File: config.mk
export PLATFORM = sky130hd
export DESIGN_NAME = bldc_motor_driver
export DESIGN_NICKNAME = d
export VERILOG_FILES = /design/src/rtl/bldc_motor_driver.sv
export SDC_FILE = /design/constraint.sdc
export NUM_CORES = 1
export LEC_CHECK = 0
export CAP_MARGIN = 30
export CORE_AREA = 2 2 54 61
export DETAILED_ROUTE_END_ITERATION = 12
export DIE_AREA = 0 0 56 63
export PLACE_DENSITY = 0.71
export SLEW_MARGIN = 20
export SYNTH_ARGS = -nofsm -noshare
export SYNTH_HDL_FRONTEND = slang
export SYNTH_SLANG_ARGS = --single-unit
File: constraint.sdc
create_clock -name clk -period 5.5 [get_ports clk]
set_input_delay 1.1 -clock clk [delete_from_list [all_inputs] [get_ports clk]]
set_output_delay 1.1 -clock clk [all_outputs]
set_load 0.005 [all_outputs]
File: src/rtl/bldc_motor_driver.sv
// Six-step BLDC commutation controller: Hall sync/filter, direction, dead time, invalid-Hall fault.
// Optional stall timer compiled in with `define BLDC_STALL_DETECT_EN.
module bldc_motor_driver #(
  parameter int FILT_CYCLES  = 4,
  parameter int DEAD_CYCLES  = 8,
  parameter int STALL_CYCLES = 1000000
) (
  input  logic       clk,
  input  logic       rst,
  input  logic       en,
  input  logic       dir,
  input  logic [2:0] H,
  output logic [1:0] A,
  output logic [1:0] B,
  output logic [1:0] C,
  output logic       fault,
  output logic       stall
);

  localparam int FW = $clog2(FILT_CYCLES + 1);
  localparam int DW = (DEAD_CYCLES > 0) ? $clog2(DEAD_CYCLES + 1) : 1;

  logic [2:0]    r_sync1;
  logic [2:0]    r_sync2;
  logic [2:0]    r_cand;
  logic [FW-1:0] r_filtCnt;
  logic [2:0]    r_hallQ;
  logic          r_fault;
  logic [5:0]    r_gates;
  logic [DW-1:0] r_deadCnt;

  logic          w_hallLoad;
  logic          w_hallChange;
  logic          w_stall;
  logic [5:0]    w_table;
  logic [5:0]    w_target;

  // A new sample restarts the run; the code is accepted on the FILT_CYCLES-th identical sample.
  assign w_hallLoad   = (r_sync2 != r_cand) ? (FILT_CYCLES == 1)
                                            : (r_filtCnt == FW'(FILT_CYCLES - 1));
  assign w_hallChange = w_hallLoad && (r_sync2 != r_hallQ);

  always_ff @(posedge clk or posedge rst) begin
    if (rst) begin
      r_sync1   <= 3'b000;
      r_sync2   <= 3'b000;
      r_cand    <= 3'b000;
      r_filtCnt <= '0;
      r_hallQ   <= 3'b000;
      r_fault   <= 1'b0;
    end else begin
      r_sync1 <= H;
      r_sync2 <= r_sync1;
      if (r_sync2 != r_cand) begin
        r_cand    <= r_sync2;
        r_filtCnt <= FW'(1);
      end else if (r_filtCnt < FW'(FILT_CYCLES)) begin
        r_filtCnt <= r_filtCnt + FW'(1);
      end
      if (w_hallLoad) begin
        r_hallQ <= r_sync2;
      end
      r_fault <= (r_hallQ == 3'b000) || (r_hallQ == 3'b111);
    end
  end

`ifdef BLDC_STALL_DETECT_EN
  localparam int SW = $clog2(STALL_CYCLES + 1);

  logic [SW-1:0] r_stallCnt;
  logic          r_stall;

  always_ff @(posedge clk or posedge rst) begin
    if (rst) begin
      r_stallCnt <= '0;
      r_stall    <= 1'b0;
    end else if (!en) begin
      r_stallCnt <= '0;
      r_stall    <= 1'b0;
    end else if (w_hallChange) begin
      r_stallCnt <= '0;
    end else if (r_stallCnt == SW'(STALL_CYCLES)) begin
      r_stall <= 1'b1;
    end else begin
      r_stallCnt <= r_stallCnt + SW'(1);
    end
  end

  assign w_stall = r_stall;
`else
  logic w_unusedChange;
  assign w_unusedChange = w_hallChange;
  assign w_stall        = 1'b0;
`endif

  always_comb begin
    w_table = 6'b000000;
    case (r_hallQ)
      3'b101:  w_table = 6'b10_01_00;
      3'b100:  w_table = 6'b10_00_01;
      3'b110:  w_table = 6'b00_10_01;
      3'b010:  w_table = 6'b01_10_00;
      3'b011:  w_table = 6'b01_00_10;
      3'b001:  w_table = 6'b00_01_10;
      default: w_table = 6'b000000;
    endcase
    // Reverse rotation exchanges high and low side of every phase.
    w_target = dir ? {w_table[4], w_table[5], w_table[2], w_table[3], w_table[0], w_table[1]}
                   : w_table;
    if (!en || w_stall) begin
      w_target = 6'b000000;
    end
  end

  // Dead time counts down with the bridge off; the target is loaded on the edge the count leaves 1.
  always_ff @(posedge clk or posedge rst) begin
    if (rst) begin
      r_gates   <= 6'b000000;
      r_deadCnt <= '0;
    end else if (w_target == 6'b000000) begin
      r_gates   <= 6'b000000;
      r_deadCnt <= '0;
    end else if (w_target == r_gates) begin
      r_gates <= r_gates;
    end else if (r_deadCnt != '0) begin
      r_deadCnt <= r_deadCnt - DW'(1);
      if (r_deadCnt == DW'(1)) begin
        r_gates <= w_target;
      end
    end else if ((r_gates == 6'b000000) || (DEAD_CYCLES == 0)) begin
      r_gates <= w_target;
    end else begin
      r_gates   <= 6'b000000;
      r_deadCnt <= DW'(DEAD_CYCLES);
    end
  end

  assign A     = r_gates[5:4];
  assign B     = r_gates[3:2];
  assign C     = r_gates[1:0];
  assign fault = r_fault;
  assign stall = w_stall;

endmodule

* Word-level counts from Yosys, hierarchy flattened
Cells that the tools add are included.
Word-level totals: output and inout port bits 8, input bits 7, bits in registers 26, word-level logic and storage cells 48
Operators by class: equal/unequal tests 14, reductions and logical operators 8, muxes and demuxes 15, add/subtract/negate cells 2, $lt $le $gt $ge 1
Operators with widths (count):
- two-way mux 6 bit | 7
- case mux 6 bit (6 select lines) | 1
- two-way mux 4 bit | 4
- == test 3 bit, second input constant | 4
- zero test 6 bit | 2
- == test 3 x 2 -> 1 bit, second input constant | 3
- == test 6 bit | 1
- two-way mux 3 bit | 2
- == test 4 x 1 -> 1 bit, second input constant | 1
- AND reduction 2 bit | 2
- nonzero test 4 bit | 1
- subtractor 4 x 1 -> 4 bit, second input constant | 1
- adder 3 x 1 -> 3 bit, second input constant | 1
- == test 3 x 1 -> 1 bit, second input constant | 1
- zero test 3 bit | 1
- less-than comparator 3 bit, second input constant | 1
- != test 3 x 2 -> 1 bit, second input constant | 1
- != test 3 bit | 1
- != test 3 bit, second input constant | 1
- != test 2 bit, second input constant | 1
- nonzero test 2 bit | 1
- logical OR 1 bit | 1
- two-way mux 1 bit | 1

* Depth between registers and ports, before layout
depth in word-level cells 8, depth in mapped cells 7, depth with buffers taken out 5

* Worst setup path before layout
No wires, ideal clock.
path kind input-to-reg, start input port dir, end register r_deadCnt[0], stages 7, required time 5.375 ns, setup time 0.125 ns, buffers on the path 2, path slack 2.681 ns, arrival time 2.694 ns, cells stage by stage buf_6 mux2_2 mux4_2 a22o_1 and4_1 buf_6 mux2_4
Between the ends: longest elaborated chain between the ends 5, elaborated cells on any way between the ends 8, those cells by class 3 x eq/ne; 3 x mux; 2 x reduce/logical
RTL lines:
- start, declared | RTL line 11 | input logic dir,
- two-way mux 6 bit (*) | RTL line 108 | w_target = dir ? {w_table[4], w_table[5], w_table[2], w_table[3], w_table[0], w_table[1]}
- two-way mux 6 bit (*) | RTL line 110 | if (!en || w_stall) begin
- == test 6 bit / zero test 6 bit (equally long branches) | RTL line 123, 120
- != test 2 bit (no source line) / != test 3 bit (equally long branches)
- AND reduction 2 bit (no source line)
- end signal, assigned | RTL line 126 | r_deadCnt <= r_deadCnt - DW'(1);
- end signal, assigned | RTL line 134 | r_deadCnt <= DW'(DEAD_CYCLES);
- end, declared | RTL line 30 | logic [DW-1:0] r_deadCnt;
Mark *: on every way between the ends. The rest lies on a longest branch, timed or not. A chain may end at the register's enable or synchronous reset.

* Worst setup path in the final report
Same ends and word-level chain as after synthesis.

==> key figures <==
Timing
  • Final setup viols: 0
  • Slew Limit Fails: 0
  • Fin. Hold Viols: 0
  • WHS: 0.369 ns
  • Tcrit/Tclk final: 61.0%
  • Slew Limit Headroom: 57.1%
  • Setup TNS: 0 ns
  • Layout Skew: 0.00642 ns
  • Worst-Margin Slew: 0.638 ns
  • Fmax: 298 MHz
  • Setup repair after global routing missed its margin: false
  • Minimum clock period: 3.36 ns

Yosys
  • Synth Warn #: 0
  • Synth top area cells: dfrtp_1 46%, o22ai_1 4.4%, mux2_2 4.0%
  • Sequential area share after synthesis: 46.0%
  • Synth unique cells: 39
  • Yosys reg bits: 26
  • Syn Area/Cell: 10.7 sq um
  • Number of synthesized flops with an enable pin: 0
  • Ys flop type: dfrtp_1
  • Synth Instances: 132
  • Post-Synthesis Net Count: 141
  • Yosys top cell by area: dfrtp_1
  • Post-Syn Area: 1410 sq um
  • Fraction of registers with async set/reset: 100%
  • Synth top area share: 46.0%

Detailed routing
  • Initial drt markers: 33
  • DRC Markers: 0
  • Routed wire length: 2.62 mm
  • WL/cell: 14.9 um
  • Vias post-DR: 1,035
  • Final ANT Viol Nets: 0
  • Vias per cell: 5.91
  • DRT Pass-1 Iters: 4

Cells and area
  • Commonest non-fill, non-tap cell in the layout: dfrtp_1
  • Share of cells above drive strength 1: 14.9%
  • Area growth, synth to finish: 12.5%
  • Commonest non-fill, non-tap cells in the layout: 26 x dfrtp_1, 13 x clkdlybuf4s50_1, 11 x inv_1
  • Non-filler cells, final: 175
  • Antenna Diode Count: 0
  • Final core utilization: 54.0%
  • Nets: 151

Placed design
  • Inst Count DP: 170
  • DP Wirelength: 1.96 mm
  • Routability congestion estimate: 0.838
  • IO buf count: 13

Die
  • # rows: 21
  • Initial Util: 48.0%
  • Die area: 3530 sq um
  • Core Box Area: 2940 sq um
  • Io pins: 15
  • Die width: 56 um
  • Die Span Y: 63 um

Clock network
  • Clk slew on worst S/H paths: 0.14 ns
  • Resized Gates After CTS: 0
  • CTS hold repair buffers: 0
  • # clock sinks: 26
  • CTS tree: built
  • CTS Buffer Depth: 2
  • Root Driver: clkbuf_4
  • Total CTS buffers: 3
  • Clock Latency Late Sink: 0.33 ns
  • H-tree Lvls: 1
  • # Post-CTS Setup Buffers: 0

GRT
  • Number of global-route vias before repair: 977
  • GRT Overall Usage: 16.4%
  • GRT overflow: 0
  • First-pass GRT wire length: 4.52 mm
  • Initial antenna violation count: 0
  • Largest net degree at the start of global routing: 27

Worst setup path
  • Critical path endpoint category: register
  • Required time of the critical path: 5.73 ns
  • Crit path max fanout: 13
  • Startpoint types: input pin
  • Critical path arrival: 3.59 ns
  • Kind of critical path: input pin to register

Min path
  • HP Class: register to register

Power and ir drop
  • Leak: 0.000648 uW
  • PD cells: 452 nW/um^2
  • Peak supply drop: 279 uV

Job
  • Number of max-cap violations: 0

Status
  • Status: finished clean
## kinds of logic after synthesis
| family | Yosys count | synth area share (%) |
|---|---|---|
| multiplexers | 9 | 8.05 |
| other | 1 | 0.265 |
| flip-flops | 26 | 46.0 |
| adder cells (fa/ha/maj) | 2 | 1.77 |
| buffers and inverters | 21 | 7.70 |
| AND/OR/NAND/NOR | 41 | 18.2 |
| AO/OA/AOI/OAI | 27 | 14.9 |
| XOR/XNOR | 5 | 3.10 |
## registers in the layout, indices dropped and copies added (netlist names)
name and flops:
r_filtCnt 3, fault 1, r_cand 3, r_deadCnt 4, r_gates 6, r_sync1 3
r_hallQ 3, r_sync2 3
## final timing paths
kind | start | endpoint | slack (ns) | cells past startpoint
max | dir | r_deadCnt[0]$_DFFE_PP0P_ | 2.14 | 6
min | r_sync1[0]$_DFF_PP0_ | r_sync2[0]$_DFF_PP0_ | 0.37 | 0
max reg2reg | r_hallQ[1]$_DFFE_PP0P_ | r_deadCnt[0]$_DFFE_PP0P_ | 2.95 | 5
min reg2reg | r_sync1[0]$_DFF_PP0_ | r_sync2[0]$_DFF_PP0_ | 0.37 | 0
max in group asynchronous | rst | r_sync2[0]$_DFF_PP0_ | 4.12 | 3
min in group asynchronous | rst | r_deadCnt[2]$_DFFE_PP0P_ | 0.99 | 2
## final cells by class
class	count	area [sq um]
clock buffer	3	22.5
clock inverter	1	30.0
fill	270	1350
inverter	12	45.0
multi-input combinational	85	654
sequential	26	651
tap	34	42.5
timing repair buffer	14	145
## where the power goes
| part | switching [uW] | internal (uW) |
|---|---|---|
| logic | 168 | 145 |
| registers | 48.1 | 226 |
| clock network | 57.7 | 73.7 |
| total | 274 | 445 |
## metrics by stage
step | total power [uW] | cell area [sq um] | setup WS [ns]
after floorplan | 507 | 1410 | 2.68
after global placement | 571 | 1520 | 1.90
after detailed placement | 582 | 1520 | 1.82
after CTS | 717 | 1580 | 2.19
after global routing | 764 | 1590 | 2.05
final | 718 | 1590 | 2.14
## routing by layer
layer / wire length [um] / track usage, %
met1: 1070 / 19.8
met2: 1370 / 28.7
met3: 134 / 2.48
met4: 40 / 7.44
met5: 0 / 0
## synthesized netlist by cell type, types with 2 or more instances
cell / number
nand2_1: 5
and4b_2: 2
nand2b_1: 2
or3_1: 3
mux2_2: 5
o21ai_0: 5
nor3_1: 2
clkbuf_1: 3
nand4_1: 2
xnor2_1: 4
and4bb_2: 2
buf_4: 4
o22ai_1: 10
mux2i_1: 2
inv_1: 12
ha_1: 2
a21oi_1: 3
nand3_1: 8
buf_6: 2
a41oi_1: 4
nor2_1: 5
dfrtp_1: 26
and3_1: 3
## worst max-delay path: stages
cell	delay (ns)
clkdlybuf4s50_1	0.59
or3b_1	0.46
and3_1	0.22
a2111oi_4	0.39
and4_1	0.50
mux2_4	0.33
No activity file was read; power rests on OpenSTA's default activity.
